[config.mk]
export PLATFORM = sky130hd
export DESIGN_NAME = banco_registradores_8x
export DESIGN_NICKNAME = d
export VERILOG_FILES = /design/src/rtl/banco_registradores_8x_pkg.sv /design/src/rtl/banco_registradores_8x_decodificador_3x8.sv /design/src/rtl/banco_registradores_8x.sv
export SDC_FILE = /design/constraint.sdc
export NUM_CORES = 1
export LEC_CHECK = 0
export ABC_CLOCK_PERIOD_IN_PS = 3560
export CORE_UTILIZATION = 50
export CTS_CLUSTER_SIZE = 12
export DETAILED_ROUTE_END_ITERATION = 10
export GPL_TIMING_DRIVEN = 1
export PLACE_DENSITY = 0.69
export SLEW_MARGIN = 20
export SYNTH_ARGS = -nofsm -noshare
export SYNTH_HDL_FRONTEND = slang
export SYNTH_SLANG_ARGS = --single-unit
[constraint.sdc]
create_clock -name clock -period 3.56 [get_ports clock]
set_clock_uncertainty 0.15 [all_clocks]
set_input_delay 0.356 -clock clock [delete_from_list [all_inputs] [get_ports clock]]
set_output_delay 0.356 -clock clock [all_outputs]
set_load 0.02 [all_outputs]
[src/rtl/banco_registradores_8x_pkg.sv]
// Shared sizes and FSM state codes for the 8-entry register bank.
package banco_registradores_8x_pkg;

    localparam int unsigned NUM_REGS = 8;
    localparam int unsigned END_BITS = 3;

    typedef enum logic {
        OCIOSO   = 1'b0,
        LIMPANDO = 1'b1
    } estado_t;

endpackage

[src/rtl/banco_registradores_8x_decodificador_3x8.sv]
// 3-to-8 one-hot row decoder; all-zero output when not enabled.
module decodificador_3x8
    import banco_registradores_8x_pkg::*;
(
    input  logic [END_BITS-1:0] endereco,
    input  logic                habilita,
    output logic [NUM_REGS-1:0] linha_c
);

    always_comb begin
        linha_c = '0;
        if (habilita) begin
            linha_c[endereco] = 1'b1;
        end
    end

endmodule

[src/rtl/banco_registradores_8x.sv]
// 8x register bank: one write port, two registered read ports with
// write-first bypass, and an FSM-sequenced clear-all.
module banco_registradores_8x
    import banco_registradores_8x_pkg::*;
#(
    parameter int unsigned LARGURA = 16,
    parameter bit          BYPASS  = 1'b1
) (
    input  logic                clock,
    input  logic                resetn,
    input  logic                escreve,
    input  logic [END_BITS-1:0] end_escrita,
    input  logic [LARGURA-1:0]  dado_escrita,
    input  logic                le,
    input  logic [END_BITS-1:0] end_a,
    input  logic [END_BITS-1:0] end_b,
    output logic [LARGURA-1:0]  dado_a,
    output logic [LARGURA-1:0]  dado_b,
    output logic                dado_valido,
    input  logic                limpa,
    output logic                ocupado
);

    logic [LARGURA-1:0]  regs [NUM_REGS];
    estado_t             estado, estado_prox;
    logic [END_BITS-1:0] ponteiro, ponteiro_prox;
    logic                grava_c, leitura_c, limpando_c;
    logic [NUM_REGS-1:0] linha_escrita_c, linha_limpa_c;
    logic [LARGURA-1:0]  leitura_a_c, leitura_b_c;

    // FSM state and clear pointer
    always_ff @(posedge clock or negedge resetn) begin
        if (!resetn) begin
            estado   <= OCIOSO;
            ponteiro <= '0;
        end else begin
            estado   <= estado_prox;
            ponteiro <= ponteiro_prox;
        end
    end

    // Next state and per-cycle controls; limpa wins over escreve in OCIOSO
    always_comb begin
        estado_prox   = estado;
        ponteiro_prox = ponteiro;
        grava_c       = 1'b0;
        leitura_c     = 1'b0;
        limpando_c    = 1'b0;
        case (estado)
            OCIOSO: begin
                leitura_c = le;
                if (limpa) begin
                    estado_prox   = LIMPANDO;
                    ponteiro_prox = '0;
                end else begin
                    grava_c = escreve;
                end
            end
            LIMPANDO: begin
                limpando_c    = 1'b1;
                ponteiro_prox = END_BITS'(ponteiro + 1'b1);
                if (ponteiro == END_BITS'(NUM_REGS - 1)) begin
                    estado_prox = OCIOSO;
                end
            end
            default: begin
                estado_prox = OCIOSO;
            end
        endcase
    end

    decodificador_3x8 u_dec_escrita (
        .endereco (end_escrita),
        .habilita (grava_c),
        .linha_c  (linha_escrita_c)
    );

    decodificador_3x8 u_dec_limpa (
        .endereco (ponteiro),
        .habilita (limpando_c),
        .linha_c  (linha_limpa_c)
    );

    // Register array: clear row and write row are never active together
    always_ff @(posedge clock or negedge resetn) begin
        if (!resetn) begin
            for (int unsigned i = 0; i < NUM_REGS; i++) begin
                regs[i] <= '0;
            end
        end else begin
            for (int unsigned i = 0; i < NUM_REGS; i++) begin
                if (linha_limpa_c[i]) begin
                    regs[i] <= '0;
                end else if (linha_escrita_c[i]) begin
                    regs[i] <= dado_escrita;
                end
            end
        end
    end

    // Read muxes with write-first forwarding of an accepted write
    always_comb begin
        leitura_a_c = regs[end_a];
        leitura_b_c = regs[end_b];
        if (BYPASS && grava_c && (end_a == end_escrita)) begin
            leitura_a_c = dado_escrita;
        end
        if (BYPASS && grava_c && (end_b == end_escrita)) begin
            leitura_b_c = dado_escrita;
        end
    end

    always_ff @(posedge clock or negedge resetn) begin
        if (!resetn) begin
            dado_a      <= '0;
            dado_b      <= '0;
            dado_valido <= 1'b0;
        end else begin
            dado_valido <= leitura_c;
            if (leitura_c) begin
                dado_a <= leitura_a_c;
                dado_b <= leitura_b_c;
            end
        end
    end

    assign ocupado = (estado == LIMPANDO);

endmodule

# --- After elaboration in Yosys (flattened, before gate mapping) ---
# Index checks and enable logic that the tools add are counted.
totals:
  romBits: 0
  n_memories: 0
  latchBits: 0
  out_inout_bits: 34
  register_bits: 165
  mem_bits_rw: 0
  wordCells: 78
op_classes:
  n_mux: 39
  add_sub_neg: 1
  n_eq_ne: 4
  mul: 0
  div: 0
  bitwise_logic: 3
  n_reduce_logical: 12
  shifts: 0
  order_cmp: 6
op_table:
  columns: ["operator", "n"]
  rows:
  - ["$mux W16", 22]
  - ["$bmux W16 S3", 2]
  - ["$mux W8", 2]
  - ["$reduce_bool A2 Y1", 8]
  - ["$ge A4 B4 Y1 const B", 2]
  - ["$lt A3 B4 Y1 const B", 2]
  - ["$mux W1", 8]
  - ["$not A3 Y4", 2]
  - ["$demux W1 S3", 2]
  - ["$eq A3 B3 Y1", 2]
  - ["$ge A3 B1 Y1 const B", 2]
  - ["$pmux W3 S2", 1]
  - ["$logic_and A1 B1 Y1", 4]
  - ["$add A3 B1 Y3 const B", 1]
  - ["$eq A3 B3 Y1 const B", 1]
  - ["$mux W3", 1]
  - ["$ne A2 B2 Y1 const B", 1]
  - ["$pmux W1 S2", 1]
  - ["$not A1 Y1", 1]

# --- Depth between registers and ports, before layout ---
depth:
  ltp_word: 7
  ltp_mapped: 6

# --- Cells and area by module ---
# A second synthesis with hierarchy kept.
hier_totals:
  cells_unflattened: 700
  hier_area_um2: 8957.3
modules_own_cells:
  columns: ["mod", "area_per_inst_um2", "cells_per_inst", "instances"]
  rows:
  - ["banco_registradores_8x", 8765.9, 684, 1]
  - ["decodificador_3x8 at u_dec_escrita", 96.3, 8, 1]
  - ["decodificador_3x8 at u_dec_limpa", 95.1, 8, 1]

# --- Worst setup path after synthesis ---
# No wires, ideal clock.
synth_timing:
  path_type: "register to register"
  from: "register estado (netlist: ocupado)"
  to: "register dado_b[14]"
  setup_ps: 94
  synth_period_minus_slack_ps: 2244
  setup_slack_ps: 1316
  t_arrival_ps: 2000
  stages_incl_launch_ff: 6
  path_buffers: 1
  path_cell_list: "dfrtp_1 or3b_4 or4_4 and2_0 buf_2 a221oi_2"
synth_between:
  elab_chain_cells: 3
  elab_cells_between_ends: 4
  cone_classes: "3 x mux; 1 x reduce/logical"
synth_rtl:
  columns: ["element", "line_no", "source"]
  rows:
  - ["start, declared", "banco_registradores_8x.sv:25", "estado_t estado, estado_prox;"]
  - ["start signal, assigned", "banco_registradores_8x.sv:37", "estado <= estado_prox;"]
  - ["$mux W1", "banco_registradores_8x.sv:49", "case (estado)"]
  - ["$logic_and A1 B1 Y1", "banco_registradores_8x.sv:108", "if (BYPASS && grava_c && (end_b == end_escrita)) begin"]
  - ["$mux W16", "banco_registradores_8x.sv:108", null]
  - ["end signal, assigned", "banco_registradores_8x.sv:122", "dado_b <= leitura_b_c;"]
  - ["end, declared", "banco_registradores_8x.sv:18", "output logic [LARGURA-1:0] dado_b,"]
# Several ways; a longest one is shown, not always the timed one.
# A chain may end at the register's enable or synchronous reset.

# --- Worst setup path in the final report ---
layout_timing:
  from: "register estado (netlist: ocupado)"
  to: "register dado_a[14]"
layout_between:
  elab_chain_cells: 3
  elab_cells_between_ends: 4
  cone_classes: "3 x mux; 1 x reduce/logical"
layout_rtl:
  columns: ["element", "line_no", "source"]
  rows:
  - ["$mux W1", "banco_registradores_8x.sv:49", null]
  - ["$logic_and A1 B1 Y1", "banco_registradores_8x.sv:105", "if (BYPASS && grava_c && (end_a == end_escrita)) begin"]
  - ["$mux W16", "banco_registradores_8x.sv:105", null]
  - ["end signal, assigned", "banco_registradores_8x.sv:121", "dado_a <= leitura_a_c;"]
  - ["end, declared", "banco_registradores_8x.sv:17", "output logic [LARGURA-1:0] dado_a,"]
# Several ways; a longest one is shown, not always the timed one.

==> results.tsv <==
metric	value	unit
run status	finished, final reports clean	
total number of vias	5953	
post-synthesis sequential area ratio	50.30	%
RR Endpoint	dado_a[14]$_DFFE_PN0P_	
initial cell density of the core	51.49	%
gr ovfl total	0	
Worst IR Drop VDD	0.3387	mV
CTS buffer count	17	
layout cells sized above 1	24.26	%
fmax	0.3864	GHz
Layout Nets	662	
Fin Setup TNS	0	ns
PD cells	654.0	mW/mm2
Post-CTS Hold Buffers	1	
DR pass1 iterations	5	
Final Setup Violations	0	
vias in the first global route	5999	
Final Total Pwr	6.390	mW
Synth cell types	37	
post-route ant nets	0	
crit-path max FO	16	
critical path required time	3.74	ns
CP Capture Point	dado_a[14]$_DFFE_PN0P_	
Die Ht	130.1	um
LEAKAGE	4.308	nW
first-pass GRT wire length	35800	um
initial antenna violation count	0	
worst r2r src	ocupado$_DFF_PN0_	
utilization after layout	61.28	%
clock tree from TritonCTS	built	
hpwl dp	14710	um
Worst R2R Setup Slack	0.97	ns
commonest non-fill, non-tap cell in the layout	dfrtp_1	
io pins	64	
Clock Sinks	165	
Worst setup SP type	register	
violation count after the first detailed-route iteration	582	
Mapped Avg Cell Area	14.11	um2
# DRC	0	
Die Area	0.01694	mm2
kind of critical path	reg2reg	
flops & latches, synth	165	
most frequent cells in the layout	dfrtp_1, a22o_1, mux4_2	
endpoint class of the critical path	register	
Synthesized Nets	614	
Setup Fix Bufs, Post-CTS	0	
final hold violation count	0	
# rows	46	
depth of the CTS H-tree	4	
gp weighted congestion	0.8080	
CP startpoint	ocupado$_DFF_PN0_	
dominant synthesized flop cell	dfrtp_1	
Clock Tree Root	clkbuf_16	
worst-margin pin slew	0.8207	ns
clk_lat worst skew	0.43	ns
Post-synth EDFFs	0	
pin count of the biggest net entering global routing	78	
RSZ-0062 raised after global routing	no	
drt wl/cell	26.78	um
total core area	0.01594	mm2
WP data arrival	2.77	ns
Synth Instances	582	
min Tclk post-route	2.588	ns
Max Root-Sink Buffers	2	
Total Wirelength	23000	um
mapped cell area	0.008209	mm2
clk slew on worst S/H paths	0.06	ns
# diodes	0	
Slew HR	45.29	%
HP Class	in2async	
P&R area growth vs syn	19.01	%
period utilization	72.70	%
synthesis warning total	0	
number of port buffers	63	
R2R depth	4	
PostCTS Resize Cnt	0	
All-Layer GR Usage	29.19	%
drt via density	6.930	
Max-Cap Viols	0	
asr flop ratio synth	100.0	%
die span in x	130.1	um
Final Max Tran Viols	0	
==> state kept, by name (all words and copies together), names as in the netlist <==
register,flops
dado_b,16
ocupado,1
regs,128
dado_a,16
dado_valido,1
ponteiro,3
==> how the worst min path moves through the flow <==
stage	depth (start not counted)	slack, ns	startpoint	endpoint
floorplan	0	-0.09	resetn	dado_a[0]$_DFFE_PN0P_
global placement	1	0.14	resetn	regs[31]$_DFFE_PN0P_
detailed placement	1	0.15	resetn	regs[31]$_DFFE_PN0P_
CTS	2	0.27	resetn	regs[31]$_DFFE_PN0P_
global route	2	0.30	resetn	regs[31]$_DFFE_PN0P_
finish	2	0.26	resetn	regs[31]$_DFFE_PN0P_
==> synthesized netlist by cell type, drive strengths merged (3+ instances only) <==
| cell type | number | share of area, % |
|---|---|---|
| a211oi | 3 | 0.27 |
| a21oi | 4 | 0.24 |
| a221o | 17 | 2.1 |
| a221oi | 12 | 2.2 |
| a22o | 128 | 14 |
| a31oi | 4 | 0.38 |
| buf | 28 | 1.6 |
| clkbuf | 36 | 1.6 |
| dfrtp | 165 | 50 |
| inv | 9 | 0.41 |
| mux2i | 32 | 3.9 |
| mux4 | 64 | 18 |
| nand2 | 3 | 0.14 |
| nand2b | 3 | 0.23 |
| nor2 | 42 | 2.1 |
| nor2b | 3 | 0.23 |
| nor3 | 5 | 0.43 |
| or3b | 3 | 0.35 |
| xor2 | 6 | 0.64 |
==> per-layer routing <==
layer	wire length [um]	share of wire, %	GRT usage [%]
met5	0	0	0
met1	9450	41	40.73
met4	466	2.0	10.05
met3	2171	9.4	7.380
met2	10920	47	44.68
==> logic make-up after synthesis <==
logic type | after synthesis | synth area share [%]
adder cells (fa/ha/maj) | 2 | 0.3048
AND/OR/NAND/NOR | 66 | 4.100
buffers and inverters | 73 | 3.658
AO/OA/AOI/OAI | 174 | 19.54
multiplexers | 96 | 21.46
flip-flops | 165 | 50.30
XOR/XNOR | 6 | 0.6401
==> area by class of cell <==
class,instances,area [um2]
flip-flops and latches,165,4129
repair buffers,93,874.6
well taps,216,270.3
clock inverters,12,200.2
fillers,1218,6173
multi-input cells,344,3795
clock buffers,20,466.7
inverters,9,33.78
==> critical path, cell delays in order, from the launching register on <==
cell and delay, ns:
dfrtp_1 0.57, or3b_4 0.52, or4_4 0.56, and2_1 0.35, a221oi_2 0.33
==> metrics by stage <==
step	cells	cell area [um2]	setup slack, ns	hold slack, ns
2_1_floorplan	582	8209	1.316	-0.08959
3_3_place_gp	826	9077	0.7335	0.1443
3_5_place_dp	826	9092	0.7176	0.1467
4_1_cts	859	9769	0.9742	0.2703
5_1_grt	859	9769	0.7863	0.3041
6_report	859	9769	0.9720	0.2573
==> report_power, final <==
group          switching, mW  internal, mW
Sequential             0.294          2.22
Clock                  0.759          1.30
Combinational          0.968         0.843
Total                   2.02          4.37
Power figures use the tool's default switching activity.
